===== src/rtl/inv_mix_columns_if.sv =====
// Handshake and data bundle for the iterative InvMixColumns stage.
// The master side requests a transform; the slave side (the stage) returns the result.
interface inv_mix_columns_if;
  logic         enableInvMixColumn;
  logic [127:0] value;
  logic [127:0] valueOut;
  logic         success;
  logic         busy;

  modport master (
    output enableInvMixColumn,
    output value,
    input  valueOut,
    input  success,
    input  busy
  );

  modport slave (
    input  enableInvMixColumn,
    input  value,
    output valueOut,
    output success,
    output busy
  );
endinterface


===== src/rtl/inv_mix_columns.sv =====
// Iterative AES InvMixColumns: latches one state and transforms one column per
// falling clock edge, then publishes the result together with a one-cycle success pulse.
module inv_mix_columns (
  input  logic               clk,
  input  logic               reset,
  inv_mix_columns_if.slave   bus
);

  typedef enum logic [0:0] {
    IDLE = 1'b0,
    RUN  = 1'b1
  } state_t;

  state_t       state_q,    state_d;
  logic [1:0]   col_q,      col_d;
  logic [127:0] work_q,     work_d;
  logic [127:0] valueOut_q, valueOut_d;
  logic         success_q,  success_d;
  logic         busy_q,     busy_d;
  logic [6:0]   col_base_s;

  function automatic logic [7:0] xtime(input logic [7:0] x);
    xtime = x[7] ? ((x << 1) ^ 8'h1b) : (x << 1);
  endfunction

  // Single-byte inverse multiplier coefficients 09/0b/0d/0e share x2/x4/x8.
  function automatic logic [31:0] mul_set(input logic [7:0] x);
    logic [7:0] x2, x4, x8;
    x2 = xtime(x);
    x4 = xtime(x2);
    x8 = xtime(x4);
    // packed as {0e, 0b, 0d, 09}
    mul_set = {x8 ^ x4 ^ x2, x8 ^ x2 ^ x, x8 ^ x4 ^ x, x8 ^ x};
  endfunction

  function automatic logic [31:0] inv_col(input logic [31:0] c);
    logic [31:0] m0, m1, m2, m3;
    logic [7:0]  o0, o1, o2, o3;
    m0 = mul_set(c[31:24]);
    m1 = mul_set(c[23:16]);
    m2 = mul_set(c[15:8]);
    m3 = mul_set(c[7:0]);
    // field order inside mul_set: [31:24]=0e, [23:16]=0b, [15:8]=0d, [7:0]=09
    o0 = m0[31:24] ^ m1[23:16] ^ m2[15:8] ^ m3[7:0];
    o1 = m1[31:24] ^ m2[23:16] ^ m3[15:8] ^ m0[7:0];
    o2 = m2[31:24] ^ m3[23:16] ^ m0[15:8] ^ m1[7:0];
    o3 = m3[31:24] ^ m0[23:16] ^ m1[15:8] ^ m2[7:0];
    inv_col = {o0, o1, o2, o3};
  endfunction

  assign col_base_s = {col_q, 5'd0};

  // Next-state logic: accept in IDLE, one column per edge in RUN.
  always_comb begin
    state_d    = state_q;
    col_d      = col_q;
    work_d     = work_q;
    valueOut_d = valueOut_q;
    success_d  = 1'b0;
    busy_d     = busy_q;
    case (state_q)
      IDLE: begin
        if (bus.enableInvMixColumn == 1'b1) begin
          work_d  = bus.value;
          col_d   = 2'd0;
          busy_d  = 1'b1;
          state_d = RUN;
        end else begin
          state_d = IDLE;
        end
      end
      RUN: begin
        work_d[col_base_s +: 32] = inv_col(work_q[col_base_s +: 32]);
        if (col_q == 2'd3) begin
          valueOut_d = work_d;
          success_d  = 1'b1;
          busy_d     = 1'b0;
          col_d      = 2'd0;
          state_d    = IDLE;
        end else begin
          col_d = col_q + 2'd1;
        end
      end
      default: begin
        state_d = IDLE;
        col_d   = 2'd0;
        busy_d  = 1'b0;
      end
    endcase
  end

  // State and output registers; the stage advances on the falling clock edge.
  always_ff @(negedge clk or negedge reset) begin
    if (!reset) begin
      state_q    <= IDLE;
      col_q      <= 2'd0;
      work_q     <= 128'd0;
      valueOut_q <= 128'd0;
      success_q  <= 1'b0;
      busy_q     <= 1'b0;
    end else begin
      state_q    <= state_d;
      col_q      <= col_d;
      work_q     <= work_d;
      valueOut_q <= valueOut_d;
      success_q  <= success_d;
      busy_q     <= busy_d;
    end
  end

  assign bus.valueOut = valueOut_q;
  assign bus.success  = success_q;
  assign bus.busy     = busy_q;

endmodule


===== src/flat_wrapper.sv =====
// flat-port wrapper written by rule: the top's interface ports become plain ports
module inv_mix_columns_flat 
  (clk, reset, bus_enableInvMixColumn, bus_value, bus_valueOut, bus_success, bus_busy);
  inv_mix_columns_if bus_i ();
  input  logic clk;
  input  logic reset;
  input wire logic [$bits(bus_i.enableInvMixColumn)-1:0] bus_enableInvMixColumn;
  input wire logic [$bits(bus_i.value)-1:0] bus_value;
  output wire logic [$bits(bus_i.valueOut)-1:0] bus_valueOut;
  output wire logic [$bits(bus_i.success)-1:0] bus_success;
  output wire logic [$bits(bus_i.busy)-1:0] bus_busy;
  assign bus_i.enableInvMixColumn = bus_enableInvMixColumn;
  assign bus_i.value = bus_value;
  assign bus_valueOut = bus_i.valueOut;
  assign bus_success = bus_i.success;
  assign bus_busy = bus_i.busy;
  inv_mix_columns u_core (.clk(clk), .reset(reset), .bus(bus_i));
endmodule

===== config.mk =====
export PLATFORM = sky130hd
export DESIGN_NAME = inv_mix_columns_flat
export DESIGN_NICKNAME = d
export VERILOG_FILES = /design/src/rtl/inv_mix_columns_if.sv /design/src/rtl/inv_mix_columns.sv /design/src/flat_wrapper.sv
export SDC_FILE = /design/constraint.sdc
export NUM_CORES = 1
export LEC_CHECK = 0
export BUFFER_PORTS_ARGS = -buffer_cell sky130_fd_sc_hd__buf_2
export CELL_PAD_IN_SITES_DETAIL_PLACEMENT = 0
export CELL_PAD_IN_SITES_GLOBAL_PLACEMENT = 2
export CORE_UTILIZATION = 39
export DETAILED_ROUTE_END_ITERATION = 6
export PLACE_DENSITY = 0.87
export SLEW_MARGIN = 20
export SYNTH_ARGS = -nofsm -noshare
export SYNTH_HDL_FRONTEND = slang
export SYNTH_SLANG_ARGS = --single-unit
export TNS_END_PERCENT = 50

===== constraint.sdc =====
create_clock -name clk -period 9 [get_ports clk]
set_input_delay 0.9 -clock clk [delete_from_list [all_inputs] [get_ports clk]]
set_output_delay 0.9 -clock clk [all_outputs]
set_load 0.05 [all_outputs]

Word-level counts from Yosys, hierarchy flattened
Cells that the tools add are included.
{"block": "op_classes", "addsub": 2, "multipliers": 0, "div": 0, "order_cmp": 0, "n_eq_ne": 3, "shifts": 3, "mux": 26, "bitwise_logic": 49, "reduce_logical": 2}
{"cell": "$xor A8 B8 Y8", "count": 36}
{"cell": "$pmux W128 S2", "count": 1}
{"cell": "$bwmux W128", "count": 1}
{"cell": "$mux W128", "count": 1}
{"cell": "$shift A32 B9 Y128 const A", "count": 1}
{"cell": "$shiftx A128 B8 Y32", "count": 1}
{"cell": "$shiftx A32 B9 Y128", "count": 1}
{"cell": "$mux W5", "count": 12}
{"cell": "$not A4 Y4", "count": 12}
{"cell": "$neg A7 Y9", "count": 1}
{"cell": "$mux W1", "count": 6}
{"cell": "$mux W2", "count": 2}
{"cell": "$ne A2 B2 Y1 const B", "count": 2}
{"cell": "$pmux W1 S2", "count": 2}
{"cell": "$pmux W2 S2", "count": 1}
{"cell": "$reduce_and A2 Y1", "count": 2}
{"cell": "$add A2 B1 Y2 const B", "count": 1}
{"cell": "$eq A2 B2 Y1 const B", "count": 1}
{"cell": "$not A1 Y1", "count": 1}
{"block": "word_totals", "register_bits": 261, "latchBits": 0, "ram_bits": 0, "romBits": 0, "output_inout_bits": 130, "n_memories": 0}

Depth between registers and ports, before layout
Gate-level depths: netlist (run 1).
{"block": "depth", "word_depth": 15, "depth_mapped": 13, "mapped_depth_nobuf": 7}

==> metrics.yaml, run 1 <==
outcome:
  status: "completed"
logic_synthesis:
  syn-num-nets: 1592
  synth.top_cell.area_share_pct: 43.0
  yosysMostFrequentCell: "dfrtn_1"
  ys_types: 47
  ys_warn_count: 0
  synth.yosys.seq_area_share_pct: 43.0
  synthTopCellsByCount: "261 x dfrtn_1, 182 x nand2_1, 123 x a21oi_1"
  syn_area_per_cell_um2: 10.4
  async_flop_share_pct: 100
  synth_edf_count: 0
  synthFlopType: "dfrtn_1"
  synthCells: 1455
  netlist_top_cells_area: "dfrtn_1 43%, xnor3_1 6.7%, nand2_1 4.5%"
  yosys.area.top_type: "dfrtn_1"
  synth_area_um2: 15200
  ys_ff_latch: 261
timing:
  tightest_slew_ps: 1100
  rsz0062_at_grt: "false"
  slew_headroom_pct: 26.4
  finalClockSkew_ps: 10.9
  timing_hold_violations_final: 0
  slew_violations: 0
  postLayoutSetupSlackWorst_ps: 2300
  finalSetupViolCount: 0
  tns_ps: 0
setup_path:
  critical_path_class: "flip-flop to output pin"
  crit_path_max_incr_delay_ps: 460
  critPathTopFamily: "flip-flops"
  cp_cell_sequence: "buf_2"
  worst_ep_required_time_ps: 8100
  regToRegSetupSlack_ps: 4320
  crit_path_start_kind: "flip-flop"
  end_kind: "output pin"
  cp_slowest_cell: "dfrtn_1"
  rr_startpoint: "u_core.col_q[1]"
  crit_arrival_ps: 5800
  rr_worst_depth: 8
  critical_path.max_fanout: 2
  reg2reg_to: "u_core.bus.valueOut[93]"
  path_buf_inv: 1
cells_and_area:
  fin_util_pct: 47.0
  synthToLayoutAreaGrowth_pct: 17.6
  nNetsFinal: 1786
  design_area_um2: 17900
  diodes: 0
  drive_gt1_share_pct: 22.7
floorplanning:
  core_um2: 38000
  dieWidth_um: 199
  start_util_pct: 39.9
  ioPinCount: 261
  dieArea_um2: 39700
  die_h_um: 199
  num_rows: 71
grt:
  grt_pass1_vias: 12000
  grt_max_degree: 225
  grt_pass1_wl_mm: 77.5
  met1_usage_pct: 37.2
  use_met2_pct: 42.0
  antenna_found_initial: 0
  top_usage_layer: "met2"
  met3_usage_pct: 3.11
  gr-total-overflow: 0
  grt_util_all_layers_pct: 26.2
drt:
  viasPerCell: 5.66
  drtPass1Iterations: 6
  wl_mm: 52.2
  route.detailed.drc: 0
  drtIter0Drc: 1068
  antenna_left: 0
  vias: 12400
  wl_per_cell_um: 23.9
clock_tree:
  htree_levels: 1
  clock_latency_ps: 560
  postCtsResizedCells: 0
  cts.clk_slew.worst_paths_ps: 40
  cts_tree: "built"
  cts.sinks: 261
  cts_hold_buf: 0
  clockBufferDepth: 3
  postCtsSetupRepairBufs: 0
  cts_buffers: 30
  root_buffer: "clkbuf_16"
placed_design:
  dpl-instance-area_um2: 16800
  hpwl_mm: 37.6
  routabilityCongestion: 0.913
  dp_worst_setup_slack_ps: 1430
  io_buffer_count: 260
hold_path:
  worstHoldEndpoint: "u_core.bus.valueOut[111]"
  min_delay_path_depth: 2
  min_from: "u_core.bus.valueOut[111]"
  min-delay-path-class: "flip-flop to flip-flop"
run:
  drv_cap: 0
-- metal layers --
layer | share of wire, % | up-vias | routed length [um]
met4 | 3.3 | 0 | 1710
li1 | - | 5583 | -
met1 | 44 | 6210 | 23200
met3 | 5.7 | 86 | 2990
met2 | 47 | 486 | 24300
met5 | 0 | - | 0
-- sequential cells by signal (all words and copies together) (netlist names) --
register	cells
u_core.bus.valueOut	128
u_core.work_q	128
u_core.col_q	2
u_core.bus.busy	1
u_core.bus.success	1
u_core.state_q	1
-- cell type report --
cell class | instances | area [um2]
fillers | 3650 | 20200
multi-input cells | 1067 | 8140
flip-flops and latches | 261 | 6530
repair buffers | 280 | 1490
clock buffers | 44 | 895
well taps | 511 | 639
clock inverters | 12 | 140
inverters | 9 | 33.8
-- kinds of logic (layout without fill, tap and decap cells) --
| group | count (synthesis) | in the layout | synth area share [%] |
|---|---|---|---|
| AO/OA/AOI/OAI | 438 | 438 | 18.1 |
| AND/OR/NAND/NOR | 376 | 376 | 10.8 |
| flip-flops | 261 | 261 | 43.0 |
| XOR/XNOR | 184 | 184 | 16.8 |
| buffers and inverters | 127 | 345 | 3.67 |
| multiplexers | 63 | 63 | 7.03 |
| adder cells (fa/ha/maj) | 6 | 6 | 0.494 |
-- worst reg2reg max path: cells and delay by family, from the launching register on --
family | cells | cell delay, ps
flip-flops | 1 | 830
XOR/XNOR | 4 | 2020
buffers and inverters | 1 | 460
AO/OA/AOI/OAI | 2 | 470
multiplexers | 1 | 720
-- worst max path at each step --
| stage | startpoint | to | slack [ps] | depth (start not counted) |
|---|---|---|---|---|
| floorplan | bus_enableInvMixColumn | u_core.work_q[127] | 2080 | 5 |
| global placement | bus_enableInvMixColumn | u_core.work_q[35] | 1610 | 5 |
| detailed placement | bus_enableInvMixColumn | u_core.work_q[35] | 1430 | 5 |
| CTS | bus_enableInvMixColumn | u_core.work_q[35] | 2010 | 5 |
| global route | bus_enableInvMixColumn | u_core.work_q[100] | 2240 | 5 |
| finish | u_core.bus.valueOut[105] | bus_valueOut[105] | 2300 | 1 |
-- layout by cell type, fill, tap and decap left out, drive strengths merged, types with 8 or more instances in the layout --
cell type and n:
nand2 182, mux4 32, a221oi 22, dfrtn 261, clkinv 9, nor2b 75, clkbuf 44, a22oi 45
a21oi 123, nor2 97, xor2 36, o21ai 120, buf 280, a22o 10, o2bb2ai 15, mux2i 31
nand3 8, a211oi 73, xnor2 93, xnor3 47, xor3 8, a2bb2oi 12
-- metrics by stage --
stage | std cells | hold WS (ps)
after global routing | 2184 | 430
after CTS | 2184 | 420
after global placement | 2128 | 416
final | 2184 | 415
after floorplan | 1455 | 442
after detailed placement | 2128 | 418
Power of run 1 is not shown: default switching activity piles up to over one toggle a cycle in this logic, so the estimate is an artifact.
==> run 2, diff against run 1 <==
--- a/config.mk
+++ b/config.mk
@@ -8,9 +8,9 @@
 export BUFFER_PORTS_ARGS = -buffer_cell sky130_fd_sc_hd__buf_2
 export CELL_PAD_IN_SITES_DETAIL_PLACEMENT = 0
 export CELL_PAD_IN_SITES_GLOBAL_PLACEMENT = 2
-export CORE_UTILIZATION = 39
+export CORE_UTILIZATION = 33
 export DETAILED_ROUTE_END_ITERATION = 6
-export PLACE_DENSITY = 0.87
+export PLACE_DENSITY = 0.78
 export SLEW_MARGIN = 20
 export SYNTH_ARGS = -nofsm -noshare
 export SYNTH_HDL_FRONTEND = slang
==> constraint.sdc (replaced) <==
create_clock -name clk -period 5.8 [get_ports clk]
set_input_delay 0.58 -clock clk [delete_from_list [all_inputs] [get_ports clk]]
set_output_delay 0.58 -clock clk [all_outputs]
set_load 0.05 [all_outputs]
==> run 2 against run 1 <==
Effect of this change: flip-flop and latch count stayed put; final cell count is 4.6% higher; first-iteration DRC count is 4.8% higher; critical endpoint is now bus_valueOut[52]; die area is 18% higher; global-route usage is 2.9 points lower; via count hardly changed; clock-buffer cell count is 1 lower; register-to-register slack worse by 3200 ps; clock skew is 8.8 ps higher; non-clock buffer count is 13 higher.
==> metrics.yaml, run 2 (synthesis results as in run 1) <==
outcome:
  status: "completed"
placed_design:
  routabilityCongestion: 0.916  # +0.33%
  io_buffer_count: 260  # unchanged
  dp_worst_setup_slack_ps: 657  # -777 ps
  hpwl_mm: 40.7  # +8.2%
  post-place-cells: 2230  # +4.8%
drt:
  antenna_left: 0  # unchanged
  viasPerCell: 5.41  # -4.5%
  drtIter0Drc: 1119  # +4.8%
  wl_per_cell_um: 24.2  # +1.2%
  drtPass1Iterations: 5  # -1
  vias: 12400  # -0.057%
  wl_mm: 55.3  # +5.9%
  route.detailed.drc: 0  # unchanged
setup_path:
  cp_cell_sequence: "buf_2"
  crit_path_start_kind: "flip-flop"
  end_kind: "output pin"
  regToRegSetupSlack_ps: 1110  # -3210 ps
  cp_slowest_cell: "dfrtn_1"
  worst_ep_required_time_ps: 5220  # -2880 ps
  path_buf_inv: 1  # unchanged
  crit_arrival_ps: 4190  # -1610 ps
  critical_path_class: "flip-flop to output pin"
  critPathTopFamily: "flip-flops"
  critical_path.max_fanout: 2  # unchanged
  crit_path_max_incr_delay_ps: 460  # about the same
clock_tree:
  postCtsResizedCells: 0  # unchanged
  cts.sinks: 261  # unchanged
  htree_levels: 1  # unchanged
  root_buffer: "clkbuf_16"
  cts.clk_slew.worst_paths_ps: 40  # about the same
  cts_buffers: 31  # +3.3%
  clock_latency_ps: 570  # about the same
  postCtsSetupRepairBufs: 0  # unchanged
  cts_hold_buf: 0  # unchanged
  clockBufferDepth: 3  # unchanged
  cts_tree: "built"
timing:
  postLayoutSetupSlackWorst_ps: 1030  # -1270 ps
  rsz0062_at_grt: "false"
  slew_violations: 0  # unchanged
  timing_hold_violations_final: 0  # unchanged
  finalSetupViolCount: 0  # unchanged
  tightest_slew_ps: 1160  # +58.9 ps
  tns_ps: 0  # unchanged
  finalClockSkew_ps: 19.7  # +8.78 ps
  slew_headroom_pct: 22.4  # -3.9 points
cells_and_area:
  multi_input_area_um2: 8130  # about the same
  stdcell_count: 2285  # +4.6%
  final-seq-area_um2: 6530  # unchanged
  num-fill-cells: 4500  # +23%
  nNetsFinal: 1800  # +0.78%
  final_common_cell: "dfrtn_1"
  drive_gt1_share_pct: 23.2  # +0.56 points
  final_cell_mix: "261 x dfrtn_1, 258 x buf_2, 181 x nand2_1"
  synthToLayoutAreaGrowth_pct: 19.2
floorplanning:
  dieWidth_um: 217  # +8.6%
  start_util_pct: 33.5  # -6.5 points
  num_rows: 78  # +9.9%
  core_um2: 45400  # +19%
  ioPinCount: 261  # unchanged
  die_h_um: 217  # +8.6%
  dieArea_um2: 46900  # +18%
grt:
  grt_util_all_layers_pct: 23.3  # -2.9 points
  antenna_found_initial: 1  # +1
  gr-total-overflow: 0  # unchanged
  grt_pass1_vias: 12100  # +0.54%
  grt_max_degree: 115  # -49%
  grt_pass1_wl_mm: 81.4  # +5.0%
run:
  drv_cap: 0  # unchanged
hold_path:
  min-delay-path-class: "flip-flop to flip-flop"
==> run 2: changes by cell type in the layout (fill, tap and decap cells not counted), sizes merged <==
cell	delta
diode	+1
buf	+13
clkinv	-2
clkinvlp	+1
clkbuf	-1
==> run 2: worst paths after layout <==
path | start | end | cells after the start
min reg2reg | u_core.bus.valueOut[88] | u_core.bus.valueOut[88] | 2
max | u_core.bus.valueOut[52] | bus_valueOut[52] | 1
min in group asynchronous | reset | u_core.bus.valueOut[76] | 1
min | u_core.bus.valueOut[88] | u_core.bus.valueOut[88] | 2
max in group asynchronous | reset | u_core.bus.valueOut[41] | 2
max reg2reg | u_core.col_q[0] | u_core.bus.valueOut[116] | 8
==> run 2: stage by stage <==
step / utilization (%) / hold WS (ps) / area, um2
2_1_floorplan: - / 442 / 15200
3_3_place_gp: 37.6 / 413 / 17100
3_5_place_dp: 37.6 / 421 / 17100
4_1_cts: 39.9 / 422 / 18100
5_1_grt: 39.9 / 442 / 18100
6_report: 39.9 / 418 / 18100
==> run 2: cell type report <==
class	count	share of cell area [%]
multi-input cells	1067	44.9
flip-flops and latches	261	36.1
repair buffers	293	9.03
clock buffers	43	4.92
well taps	600	4.14
clock inverters	11	0.760
inverters	9	0.187
diodes	1	0.0138
==> run 2: routing by layer <==
layer	up-vias	routed length, um	track usage, %
met5	-	0	0
li1	5607	-	-
met2	462	26500	38.2
met1	6218	24000	31.9
met3	71	3290	3.26
met4	0	1530	6.88
==> run 2: worst reg2reg max path, stage by stage, from the launching register on <==
cell and delay [ps]:
dfrtn_1 890, buf_4 340, mux4_1 810, xor2_1 500, xnor3_2 570, xnor2_2 310
xnor3_1 510, a221oi_1 490, nor2_1 90
Power of run 2 is left out for the same reason.
